File: config.mk
export PLATFORM = sky130hd
export DESIGN_NAME = mmio_responder
export DESIGN_NICKNAME = d
export VERILOG_FILES = /design/src/rtl/io_map_pkg.sv /design/src/rtl/io_debounce.sv /design/src/rtl/mmio_responder.sv
export SDC_FILE = /design/constraint.sdc
export NUM_CORES = 1
export LEC_CHECK = 0
export CAP_MARGIN = 40
export CORE_UTILIZATION = 46
export CTS_CLUSTER_DIAMETER = 80
export DETAILED_ROUTE_END_ITERATION = 8
export PLACE_DENSITY = 0.76
export SETUP_SLACK_MARGIN = 0.2
export SLEW_MARGIN = 5
export SYNTH_ARGS = -nofsm -noshare
export SYNTH_HDL_FRONTEND = slang
export SYNTH_SLANG_ARGS = --single-unit
File: constraint.sdc
create_clock -name clk_i -period 1.8 [get_ports clk_i]
set_clock_uncertainty 0.15 [all_clocks]
set_input_delay 0.36 -clock clk_i [delete_from_list [all_inputs] [get_ports clk_i]]
set_output_delay 0.36 -clock clk_i [all_outputs]
set_load 0.05 [all_outputs]
File: src/rtl/io_map_pkg.sv
`default_nettype none
// +----------------------------------------------------------------------+
// | io_map_pkg                                                           |
// | Holds the MMIO register offsets, the access-size codes and the       |
// | byte-lane read/write helpers.                                        |
// | Revision: 1.0                                                        |
// +----------------------------------------------------------------------+
package io_map_pkg;

  localparam logic [9:0] OFF_LED       = 10'h000;
  localparam logic [9:0] OFF_SW        = 10'h010;
  localparam logic [9:0] OFF_BTN_LEVEL = 10'h020;
  localparam logic [9:0] OFF_BTN_EVENT = 10'h024;
  localparam logic [9:0] OFF_SEG       = 10'h030;

  localparam logic [1:0] SZ_BYTE  = 2'b00;
  localparam logic [1:0] SZ_WORD  = 2'b01;
  localparam logic [1:0] SZ_UBYTE = 2'b10;

  function automatic logic [31:0] read_format(input logic [31:0] word,
                                              input logic [1:0]  size,
                                              input logic [1:0]  lane);
    logic [7:0]  b;
    logic [31:0] r;
    b = word[{lane, 3'b000} +: 8];
    case (size)
      SZ_BYTE:  r = {{24{b[7]}}, b};
      SZ_UBYTE: r = {24'h000000, b};
      default:  r = word;
    endcase
    return r;
  endfunction

  function automatic logic [31:0] write_merge(input logic [31:0] old,
                                              input logic [31:0] data,
                                              input logic [1:0]  size,
                                              input logic [1:0]  lane);
    logic [31:0] r;
    r = old;
    if (size == SZ_BYTE || size == SZ_UBYTE)
      r[{lane, 3'b000} +: 8] = data[7:0];
    else
      r = data;
    return r;
  endfunction

endpackage
`default_nettype wire

File: src/rtl/io_debounce.sv
`default_nettype none
// +----------------------------------------------------------------------+
// | io_debounce                                                          |
// | One push button: 2-flop synchroniser plus, with IO_DEBOUNCE_EN, a    |
// | stable-count filter. Without the macro it is the bare synchroniser.  |
// | Revision: 1.0                                                        |
// +----------------------------------------------------------------------+
module io_debounce #(
  parameter int unsigned CYCLES = 200000
) (
  input  logic clk,
  input  logic rst_n,
  input  logic raw,
  output logic level
);

  logic meta;
  logic sync;

  always_ff @(posedge clk or negedge rst_n) begin
    if (!rst_n) begin
      meta <= 1'b0;
      sync <= 1'b0;
    end else begin
      meta <= raw;
      sync <= meta;
    end
  end

`ifdef IO_DEBOUNCE_EN
  localparam bit FILTER = (CYCLES > 0);
`else
  localparam bit FILTER = 1'b0 && (CYCLES > 0);
`endif

  if (FILTER) begin : g_filter
    localparam int unsigned CW = (CYCLES > 1) ? $clog2(CYCLES) : 1;
    logic [CW-1:0] count;
    logic          state;

    // Level flips on the CYCLES-th consecutive edge that sees a difference.
    always_ff @(posedge clk or negedge rst_n) begin
      if (!rst_n) begin
        count <= '0;
        state <= 1'b0;
      end else if (sync == state) begin
        count <= '0;
      end else if (count == CW'(CYCLES - 1)) begin
        count <= '0;
        state <= ~state;
      end else begin
        count <= count + CW'(1);
      end
    end

    assign level = state;
  end else begin : g_bare
    assign level = sync;
  end

endmodule
`default_nettype wire

File: src/rtl/mmio_responder.sv
`default_nettype none
// +----------------------------------------------------------------------+
// | mmio_responder                                                       |
// | MMIO register block for LEDs, switches, buttons and 7-segment data;  |
// | button filtering is selected by IO_DEBOUNCE_EN.                      |
// | Revision: 1.0                                                        |
// +----------------------------------------------------------------------+
module mmio_responder
  import io_map_pkg::*;
#(
  parameter int unsigned SW_WIDTH        = 16,
  parameter int unsigned LED_WIDTH       = 16,
  parameter int unsigned BTN_WIDTH       = 5,
  parameter int unsigned DEBOUNCE_CYCLES = 200000
) (
  input  logic                 clk_i,
  input  logic                 rst_n_i,
  input  logic                 ioread_i,
  input  logic                 iowrite_i,
  input  logic [9:0]           addr_i,
  input  logic [31:0]          wdata_i,
  input  logic [1:0]           byte_or_word_i,
  output logic [31:0]          rdata_o,
  input  logic [SW_WIDTH-1:0]  switch_i,
  input  logic [BTN_WIDTH-1:0] button_i,
  output logic [LED_WIDTH-1:0] led_o,
  output logic [31:0]          seg_data_o
);

  logic [SW_WIDTH-1:0]  sw_meta;
  logic [SW_WIDTH-1:0]  sw_sync;
  logic [BTN_WIDTH-1:0] btn_level;
  logic [BTN_WIDTH-1:0] btn_level_q;
  logic [BTN_WIDTH-1:0] btn_event;
  logic [BTN_WIDTH-1:0] btn_rise;
  logic [9:0]           word_off;
  logic [1:0]           lane;
  logic [31:0]          rd_word;
  logic                 event_clear;

  assign word_off    = {addr_i[9:2], 2'b00};
  assign lane        = addr_i[1:0];
  assign event_clear = ioread_i && (word_off == OFF_BTN_EVENT);
  assign btn_rise    = btn_level & ~btn_level_q;

  for (genvar i = 0; i < BTN_WIDTH; i++) begin : g_btn
    io_debounce #(
      .CYCLES (DEBOUNCE_CYCLES)
    ) u_debounce (
      .clk   (clk_i),
      .rst_n (rst_n_i),
      .raw   (button_i[i]),
      .level (btn_level[i])
    );
  end

  always_ff @(posedge clk_i or negedge rst_n_i) begin
    if (!rst_n_i) begin
      sw_meta <= '0;
      sw_sync <= '0;
    end else begin
      sw_meta <= switch_i;
      sw_sync <= sw_meta;
    end
  end

  // Pre-write view of every register, so a same-cycle write is not seen.
  always_comb begin
    rd_word = '0;
    case (word_off)
      OFF_LED:       rd_word = 32'(led_o);
      OFF_SW:        rd_word = 32'(sw_sync);
      OFF_BTN_LEVEL: rd_word = 32'(btn_level);
      OFF_BTN_EVENT: rd_word = 32'(btn_event);
      OFF_SEG:       rd_word = seg_data_o;
      default:       rd_word = '0;
    endcase
  end

  always_ff @(posedge clk_i or negedge rst_n_i) begin
    if (!rst_n_i) begin
      btn_level_q <= '0;
      btn_event   <= '0;
    end else begin
      btn_level_q <= btn_level;
      // A rise coinciding with the clearing read survives the clear.
      btn_event   <= (event_clear ? '0 : btn_event) | btn_rise;
    end
  end

  always_ff @(posedge clk_i or negedge rst_n_i) begin
    if (!rst_n_i) begin
      led_o      <= '0;
      seg_data_o <= '0;
      rdata_o    <= '0;
    end else begin
      if (iowrite_i && word_off == OFF_LED)
        led_o <= LED_WIDTH'(write_merge(32'(led_o), wdata_i, byte_or_word_i, lane));
      if (iowrite_i && word_off == OFF_SEG)
        seg_data_o <= write_merge(seg_data_o, wdata_i, byte_or_word_i, lane);
      if (ioread_i)
        rdata_o <= read_format(rd_word, byte_or_word_i, lane);
    end
  end

endmodule
`default_nettype wire
==> results of run 1 <==
-- registers in the layout, summed over array words and instances, names as in the netlist --
signal and cells:
led_o 16, g_btn.u_debounce.level 5, btn_level_q 5, seg_data_o 32
btn_event 5, g_btn.u_debounce.meta 5, sw_meta 16, sw_sync 16
rdata_o 32
-- stage by stage --
step / cells / hold WS (ns) / instance area (um2)
finish: 906 / 0.196 / 9570
CTS: 895 / 0.196 / 9400
global route: 906 / 0.201 / 9570
detailed placement: 838 / 0.185 / 8290
global placement: 838 / 0.184 / 8290
floorplan: 514 / -0.0856 / 5710
-- critical path, delay by kind of cell (launching register included) --
family                 cells  cell delay [ns]
flip-flops                 1             0.41
AO/OA/AOI/OAI              3             0.40
multiplexers               2             0.47
buffers and inverters      3             0.36
-- power groups by stage --
stage / Combinational (mW) / Clock (mW) / Sequential [mW]
6_report: 1.72 / 3.21 / 3.32
3_3_place_gp: 1.45 / 0 / 3.34
5_1_grt: 1.77 / 3.36 / 3.33
2_1_floorplan: 0.316 / 0 / 3.63
3_5_place_dp: 1.48 / 0 / 3.34
4_1_cts: 1.61 / 3.19 / 3.30
-- area by class of cell --
| cell class | instances | share of cell area (%) |
|---|---|---|
| Timing Repair Buffer | 243 | 31.2 |
| Clock buffer | 26 | 5.11 |
| Antenna cell | 1 | 0.0262 |
| Inverter | 18 | 0.706 |
| Clock inverter | 5 | 0.549 |
| Tap cell | 143 | 1.87 |
| Multi-Input combinational cell | 338 | 25.9 |
| Sequential cell | 132 | 34.6 |
-- what timing repair did --
item,4_1_cts,5_1_grt
gates resized for setup,97,41
hold buffers,1,0
endpoints found under the setup margin,89,93
pin swaps,26,12
setup buffers,18,10
endpoints found under the hold margin,132,0
cloned,7,0
-- logic make-up after synthesis --
logic type / synth area share [%]
mux: 6.72
fa+ha+maj: 0.897
compound gates: 16.9
buf+inv: 4.46
flops: 59.2
simple gates: 11.9
-- how the worst max path moves through the flow --
stage | startpoint | end | slack, ns | cells past startpoint
2_1_floorplan | addr_i[4] | rdata_o[10] | -0.05 | 8
3_3_place_gp | addr_i[4] | rdata_o[5] | -0.66 | 8
3_5_place_dp | addr_i[4] | rdata_o[6] | -0.71 | 8
4_1_cts | led_o[7] | rdata_o[27] | -0.01 | 8
5_1_grt | led_o[7] | rdata_o[28] | -0.14 | 8
6_report | led_o[7] | rdata_o[30] | -0.10 | 8
-- routing by layer --
layer / vias to the layer above / wire, um / GRT usage (%)
met1: 2801 / 7790 / 38.3
li1: 2298 / - / -
met4: 0 / 1510 / 20.0
met5: - / 0 / 0
met3: 161 / 2220 / 8.10
met2: 531 / 11300 / 55.2
-- cell usage in the layout (no fill, tap or decap), drive strengths merged, types with 6 or more instances in the layout --
master,n
a21oi,71
a22oi,27
buf,177
clkbuf,33
clkdlybuf4s50,56
dfrtp,132
inv,18
mux2,12
mux2i,24
nand2,47
nand3,11
nor2,69
nor3,8
o211a,6
o21ai,14
o22ai,7
==> flow_summary_export.csv, run 1 <==
group,metric,value,unit
synthesis,post-synth-top-area-cell,"sky130_fd_sc_hd__dfrtp_1",
synthesis,synth_commonest_cells,"132 x sky130_fd_sc_hd__dfrtp_1, 69 x sky130_fd_sc_hd__a21oi_1, 68 x sky130_fd_sc_hd__nor2_1",
floorplan,die-width,112,um
synthesis,mappedNetlistArea,5580,um2
final_layout,multi_input_area,2480,um2
clock_tree,clock-root-buffer,"sky130_fd_sc_hd__clkbuf_16",
synthesis,synthesis.yosys.warnings,0,
clock_tree,cts_sinks,132,
detailed_routing,drt_iter0_drc,796,
sta,clock.fmax,525,MHz
min_path,min_from,"sw_meta[2]",
final_layout,seq_area,3320,um2
place,gp_routability_congestion,0.917,
run_status,outcome,"finished, violations left",
worst_setup_path,path_max_fanout,6,
worst_setup_path,crit_slowest_cell,"sky130_fd_sc_hd__dfrtp_1",
floorplan,fp.dieH,112,um
global_route,antenna_found_initial,1,
synthesis,ys.flop_type,"sky130_fd_sc_hd__dfrtp_1",
final_layout,area_growth_syn_to_layout,71.4,%
worst_setup_path,worst-r2r-setup-slack,-0.10,ns
clock_tree,largest_buffer_count_on_any_clock_path,2,
detailed_routing,routedWlPerCell,25.2,um
power,power,8.25,mW
power,internal-power,5.92,mW
power,clock_power_share,39.0,%
sta,fin_crit_sh,106,%
detailed_routing,wirelength,22800,um
floorplan,boundaryPins,149,
synthesis,synth.ff_latch_count,132,
power,comb_power_share,20.8,%
min_path,holdCritPathClass,"reg2reg",
floorplan,rows,39,
floorplan,coreArea,11600,um2
final_layout,fillcell_total,569,
min_path,min_delay_worst_endpoint,"sw_sync[2]",
power,share_seq_of_total_power,40.2,%
power,vdd.ir_drop.worst,0.594,mV
sta,report.final.setup_viol,24,
sta,final.setup.tns,-1.08,ns
detailed_routing,antenna_left,0,
floorplan,floorplan.initialDensity,48.1,%
synthesis,postSynth.asyncResetShare,100,%
worst_setup_path,worstSetupEndpointType,"flip-flop",
worst_setup_path,critPathKind,"reg2reg",
power,power_density,862,nW/um2
sta,max_slew.worst_pin.slew,0.427,ns
run_status,failing_checks,"DRC, setup timing",
worst_setup_path,r2r_start,"led_o[7]",
floorplan,die_outline_area,12600,um2
synthesis,netlist_instances,514,
sta,unrepaired_setup_endpoints_after_global_routing,"yes",
synthesis,synth-edff-count,0,
detailed_routing,detail_route.first_pass.iterations,9,
clock_tree,insertion_delay,0.43,ns
place,hpwlAfterDp,12500,um
global_route,grt_usage,32.9,%
final_layout,drive_gt1_share,41.1,%
place,pre_cts_ws,-0.714,ns
worst_setup_path,critPathMostFrequentCell,"sky130_fd_sc_hd__buf_6",
min_path,hold-path-cell-count,0,
job,cap_viol_max_count,0,
synthesis,seq_area_frac_synth,59.2,%
clock_tree,ctsHtreeMaxLevel,4,
synthesis,synthesis.nets,587,
worst_setup_path,r2r-end,"rdata_o[30]",
detailed_routing,vias,5791,
synthesis,netlist.area_leader.share,59.2,%
global_route,grt_start_max_net_pins,71,
global_route,gr_ovfl_total,0,
worst_setup_path,crit_path_start_kind,"flip-flop",
synthesis,synthDistinctLibCells,42,
place,numPortBuffers,148,
global_route,global_route_wire_length_before_repair,30700,um
clock_tree,clock_slew_at_reported_path_ffs,0.05,ns
sta,post-route-min-period,1.90,ns
worst_setup_path,timing.critical_path.cells,"mux2i_2 -> o2bb2ai_2 -> mux2_4 -> a31oi_4 -> buf_6 -> buf_6 -> buf_16 -> a21oi_2",
worst_setup_path,worstPathArrival,2.06,ns
sta,setup_slack,-0.105,ns
worst_setup_path,r2r.worst_path.cells,8,
clock_tree,cts-buffers-inserted,17,
synthesis,average_size_of_a_mapped_cell,10.9,um2
synthesis,synth_most_common_cell,"sky130_fd_sc_hd__dfrtp_1",
sta,count_of_final_max_slew_check_failures,0,
sta,final-hold-violation-count,0,
final_layout,fin_nets,823,
clock_tree,tritoncts,"yes",
power,total_leakage_power,4.25,nW
worst_setup_path,cp.required,1.96,ns
power,switching_share,28.3,%
synthesis,synth_top_cells_by_area,"sky130_fd_sc_hd__dfrtp_1 59%, sky130_fd_sc_hd__a21oi_1 6.2%, sky130_fd_sc_hd__nor2_1 4.6%",
detailed_routing,vias_per_cell,6.39,
power,power.switching,2.33,mW
detailed_routing,drc_errors,6,
sta,timing.slew.headroom,70.7,%
global_route,first_global_vias,5702,
final_layout,finish.utilization,82.4,%
worst_setup_path,largest_stage_delay_worst_path,0.41,ns
Note: power is estimated with default switching activity, not from simulation.
==> run 2: changes to the inputs <==
--- a/config.mk
+++ b/config.mk
@@ -6,12 +6,13 @@
 export NUM_CORES = 1
 export LEC_CHECK = 0
 export CAP_MARGIN = 40
-export CORE_UTILIZATION = 46
+export CORE_UTILIZATION = 43
 export CTS_CLUSTER_DIAMETER = 80
 export DETAILED_ROUTE_END_ITERATION = 8
-export PLACE_DENSITY = 0.76
+export PLACE_DENSITY = 0.72
 export SETUP_SLACK_MARGIN = 0.2
 export SLEW_MARGIN = 5
 export SYNTH_ARGS = -nofsm -noshare
 export SYNTH_HDL_FRONTEND = slang
+export SYNTH_HIERARCHICAL = 1
 export SYNTH_SLANG_ARGS = --single-unit
==> run 2 against run 1 <==
Against the previous run:
- the flow finishes with violations (setup timing)
- total power down 4.7%
- sequential share of layout area down 0.93 points
- core utilization fell by 4.2 points
- via count decreased by 6.3%
- hold slack is essentially flat
- highest routed layer unchanged
- clock power up 12%
- die area increased by 6.3%
- synthesized cell count up 0.58%
- global-route usage is 2.3 points lower
==> flow_summary_export.csv, run 2 <==
group,metric,value,unit
worst_setup_path,worstSetupEndpointType,"flip-flop",
sta,count_of_final_max_slew_check_failures,0,
worst_setup_path,crit_end,"rdata_o[27]",
synthesis,netlist_instances,517,
clock_tree,tritoncts,"yes",
clock_tree,insertion_delay,0.42,ns
synthesis,average_size_of_a_mapped_cell,10.7,um2
min_path,min_from,"g_btn[3].u_debounce/meta",
synthesis,ys.flop_type,"sky130_fd_sc_hd__dfrtp_1",
synthesis,synth_top_cells_by_area,"sky130_fd_sc_hd__dfrtp_1 59%, sky130_fd_sc_hd__o21ai_0 5.9%, sky130_fd_sc_hd__nand2_1 5.6%",
clock_tree,cts_sinks,132,
worst_setup_path,worstPathBufferInverterCount,3,
sta,setup_slack,-0.0572,ns
sta,post-route-min-period,1.86,ns
run_status,outcome,"finished, violations left",
synthesis,synthDistinctLibCells,48,
clock_tree,clock-root-buffer,"sky130_fd_sc_hd__clkbuf_16",
floorplan,die-width,116,um
worst_setup_path,largest_stage_delay_worst_path,0.40,ns
final_layout,insertedDiodeCount,0,
synthesis,synthesis.nets,590,
place,gp_routability_congestion,0.884,
clock_tree,cts-buffers-inserted,17,
detailed_routing,wirelength,20600,um
final_layout,fin_nets,828,
run_status,failing_checks,"setup timing",
final_layout,drive_gt1_share,46.4,%
worst_setup_path,r2r-end,"rdata_o[27]",
place,numPortBuffers,148,
sta,final-hold-violation-count,0,
worst_setup_path,path_delay_family,"buffers and inverters",
synthesis,synth-edff-count,0,
global_route,antenna_found_initial,0,
sta,fin_crit_sh,103,%
sta,timing.slew.headroom,69.2,%
synthesis,post-synth-top-area-cell,"sky130_fd_sc_hd__dfrtp_1",
synthesis,synth.ff_latch_count,132,
detailed_routing,drc_errors,0,
detailed_routing,drt_iter0_drc,471,
worst_setup_path,worstPathArrival,2.01,ns
worst_setup_path,r2r.worst_path.cells,7,
synthesis,mappedNetlistArea,5550,um2
detailed_routing,antenna_left,0,
global_route,global_route_wire_length_before_repair,29800,um
place,postPlaceCellArea,8380,um2
power,power_density,797,nW/um2
final_layout,area_growth_syn_to_layout,77.7,%
floorplan,fp.dieH,116,um
global_route,busiest_layer,"met2",
synthesis,postSynth.asyncResetShare,100,%
floorplan,rows,41,
global_route,gr_ovfl_total,0,
worst_setup_path,crit_path_start_kind,"flip-flop",
detailed_routing,vias_per_cell,5.77,
global_route,met1_usage,38.1,%
power,total_leakage_power,4.28,nW
floorplan,boundaryPins,149,
global_route,groute.layer.met3.usage,8.11,%
global_route,first_global_vias,5525,
place,hpwlAfterDp,13600,um
job,cap_viol_max_count,0,
global_route,grt_usage,30.7,%
sta,unrepaired_setup_endpoints_after_global_routing,"yes",
sta,clock.fmax,538,MHz
worst_setup_path,critPathKind,"reg2reg",
power,vdd.ir_drop.worst,0.794,mV
floorplan,die_outline_area,13400,um2
final_layout,layout_top_registers,"rdata_o (32), seg_data_o (32)",
worst_setup_path,r2r_start,"seg_data_o[31]",
final_layout,finish.utilization,78.2,%
detailed_routing,detail_route.first_pass.iterations,5,
sta,max_slew.worst_pin.slew,0.462,ns
synthesis,seq_area_frac_synth,59.5,%
final_layout,layout.cells.most_common,"sky130_fd_sc_hd__dfrtp_1",
worst_setup_path,timing.critical_path.cells,"mux2_4 -> nand3_2 -> buf_6 -> a2111oi_4 -> buf_4 -> buf_12 -> a221o_2",
place,pre_cts_ws,-0.821,ns
synthesis,synth_most_common_cell,"sky130_fd_sc_hd__dfrtp_1",
final_layout,postLayoutCellArea,9870,um2
final_layout,layoutNonFillerInstCount,940,
synthesis,synth_commonest_cells,"132 x sky130_fd_sc_hd__dfrtp_1, 83 x sky130_fd_sc_hd__nand2_1, 66 x sky130_fd_sc_hd__o21ai_0",
synthesis,netlist.area_leader.share,59.5,%
detailed_routing,routedWlPerCell,21.9,um
floorplan,coreArea,12600,um2
clock_tree,clock_slew_at_reported_path_ffs,0.06,ns
power,power,7.86,mW
sta,report.final.setup_viol,28,
global_route,gr_met2_demand_resource,49.4,%
final_layout,layout.cells.most_common_list,"113 x sky130_fd_sc_hd__dfrtp_1, 79 x sky130_fd_sc_hd__buf_4, 69 x sky130_fd_sc_hd__buf_12, 68 x sky130_fd_sc_hd__nand2_1, 56 x sky130_fd_sc_hd__clkdlybuf4s50_1",
worst_setup_path,cp_num_cells,7,
worst_setup_path,cp.required,1.95,ns
place,numPlacedInstances,879,
worst_setup_path,worst-r2r-setup-slack,-0.06,ns
floorplan,floorplan.initialDensity,44.0,%
synthesis,synthesis.yosys.warnings,6,
worst_setup_path,path_max_fanout,8,
min_path,holdCritPathClass,"reg2reg",
clock_tree,largest_buffer_count_on_any_clock_path,2,
worst_setup_path,critical_path.startpoint,"seg_data_o[31]",
global_route,grt_start_max_net_pins,48,
clock_tree,ctsHtreeMaxLevel,4,
sta,hold_ws,0.196,ns
detailed_routing,vias,5425,
worst_setup_path,crit_slowest_cell,"sky130_fd_sc_hd__dfrtp_1",
sta,final.setup.tns,-1.03,ns
run 2: cell count changes after synthesis, moves of 10 or more:
| cell | previous run | this run |
|---|---|---|
| sky130_fd_sc_hd__a21oi_1 | 69 | 23 |
| sky130_fd_sc_hd__a221o_2 | 0 | 16 |
| sky130_fd_sc_hd__inv_1 | 18 | 8 |
| sky130_fd_sc_hd__nand2_1 | 47 | 83 |
| sky130_fd_sc_hd__nor2_1 | 68 | 30 |
| sky130_fd_sc_hd__o21ai_0 | 14 | 66 |
run 2: cell families (layout without fill, tap and decap cells):
logic type,after synthesis,after routing,share of synthesized area [%]
AO/OA/AOI/OAI,163,164,19.9
AND/OR/NAND/NOR,155,155,12.7
flip-flops,132,132,59.5
buffers and inverters,41,291,3.04
multiplexers,22,22,4.03
adder cells (fa/ha/maj),4,4,0.902
run 2: report_power, final:
| part | internal [mW] | total, mW | switching (mW) |
|---|---|---|---|
| clock network | 2.30 | 3.58 | 1.29 |
| logic | 0.540 | 1.12 | 0.582 |
| registers | 3.07 | 3.16 | 0.0911 |
run 2: cell type report:
cell class / count / area, um2
inverter: 9 / 33.8
timing repair buffer: 250 / 3070
clock inverter: 10 / 148
sequential: 132 / 3330
tap: 172 / 215
multi-input combinational: 345 / 2600
fill: 751 / 2750
clock buffer: 22 / 474
run 2: worst min path at each step:
| stage | slack (ns) | cells past startpoint | to |
|---|---|---|---|
| detailed placement | 0.18 | 1 | sw_meta[11] |
| floorplan | -0.09 | 0 | btn_event[0] |
| finish | 0.20 | 0 | g_btn[3].u_debounce/level |
| CTS | 0.20 | 0 | sw_sync[4] |
| global placement | 0.17 | 1 | sw_meta[11] |
| global route | 0.21 | 0 | sw_sync[9] |
run 2: timing repair:
action	CTS	global route
buffers inserted	13	9
pin swaps	22	30
gates cloned	4	2
endpoints found under the hold margin	27	0
setup endpoints to repair	97	99
resized for setup	116	110
hold buffers	1	0
run 2: layer usage:
metal	share of wire (%)	wire length (um)
met3	7.0	1440
met5	0	0
met4	4.4	896
met1	39	8000
met2	50	10200
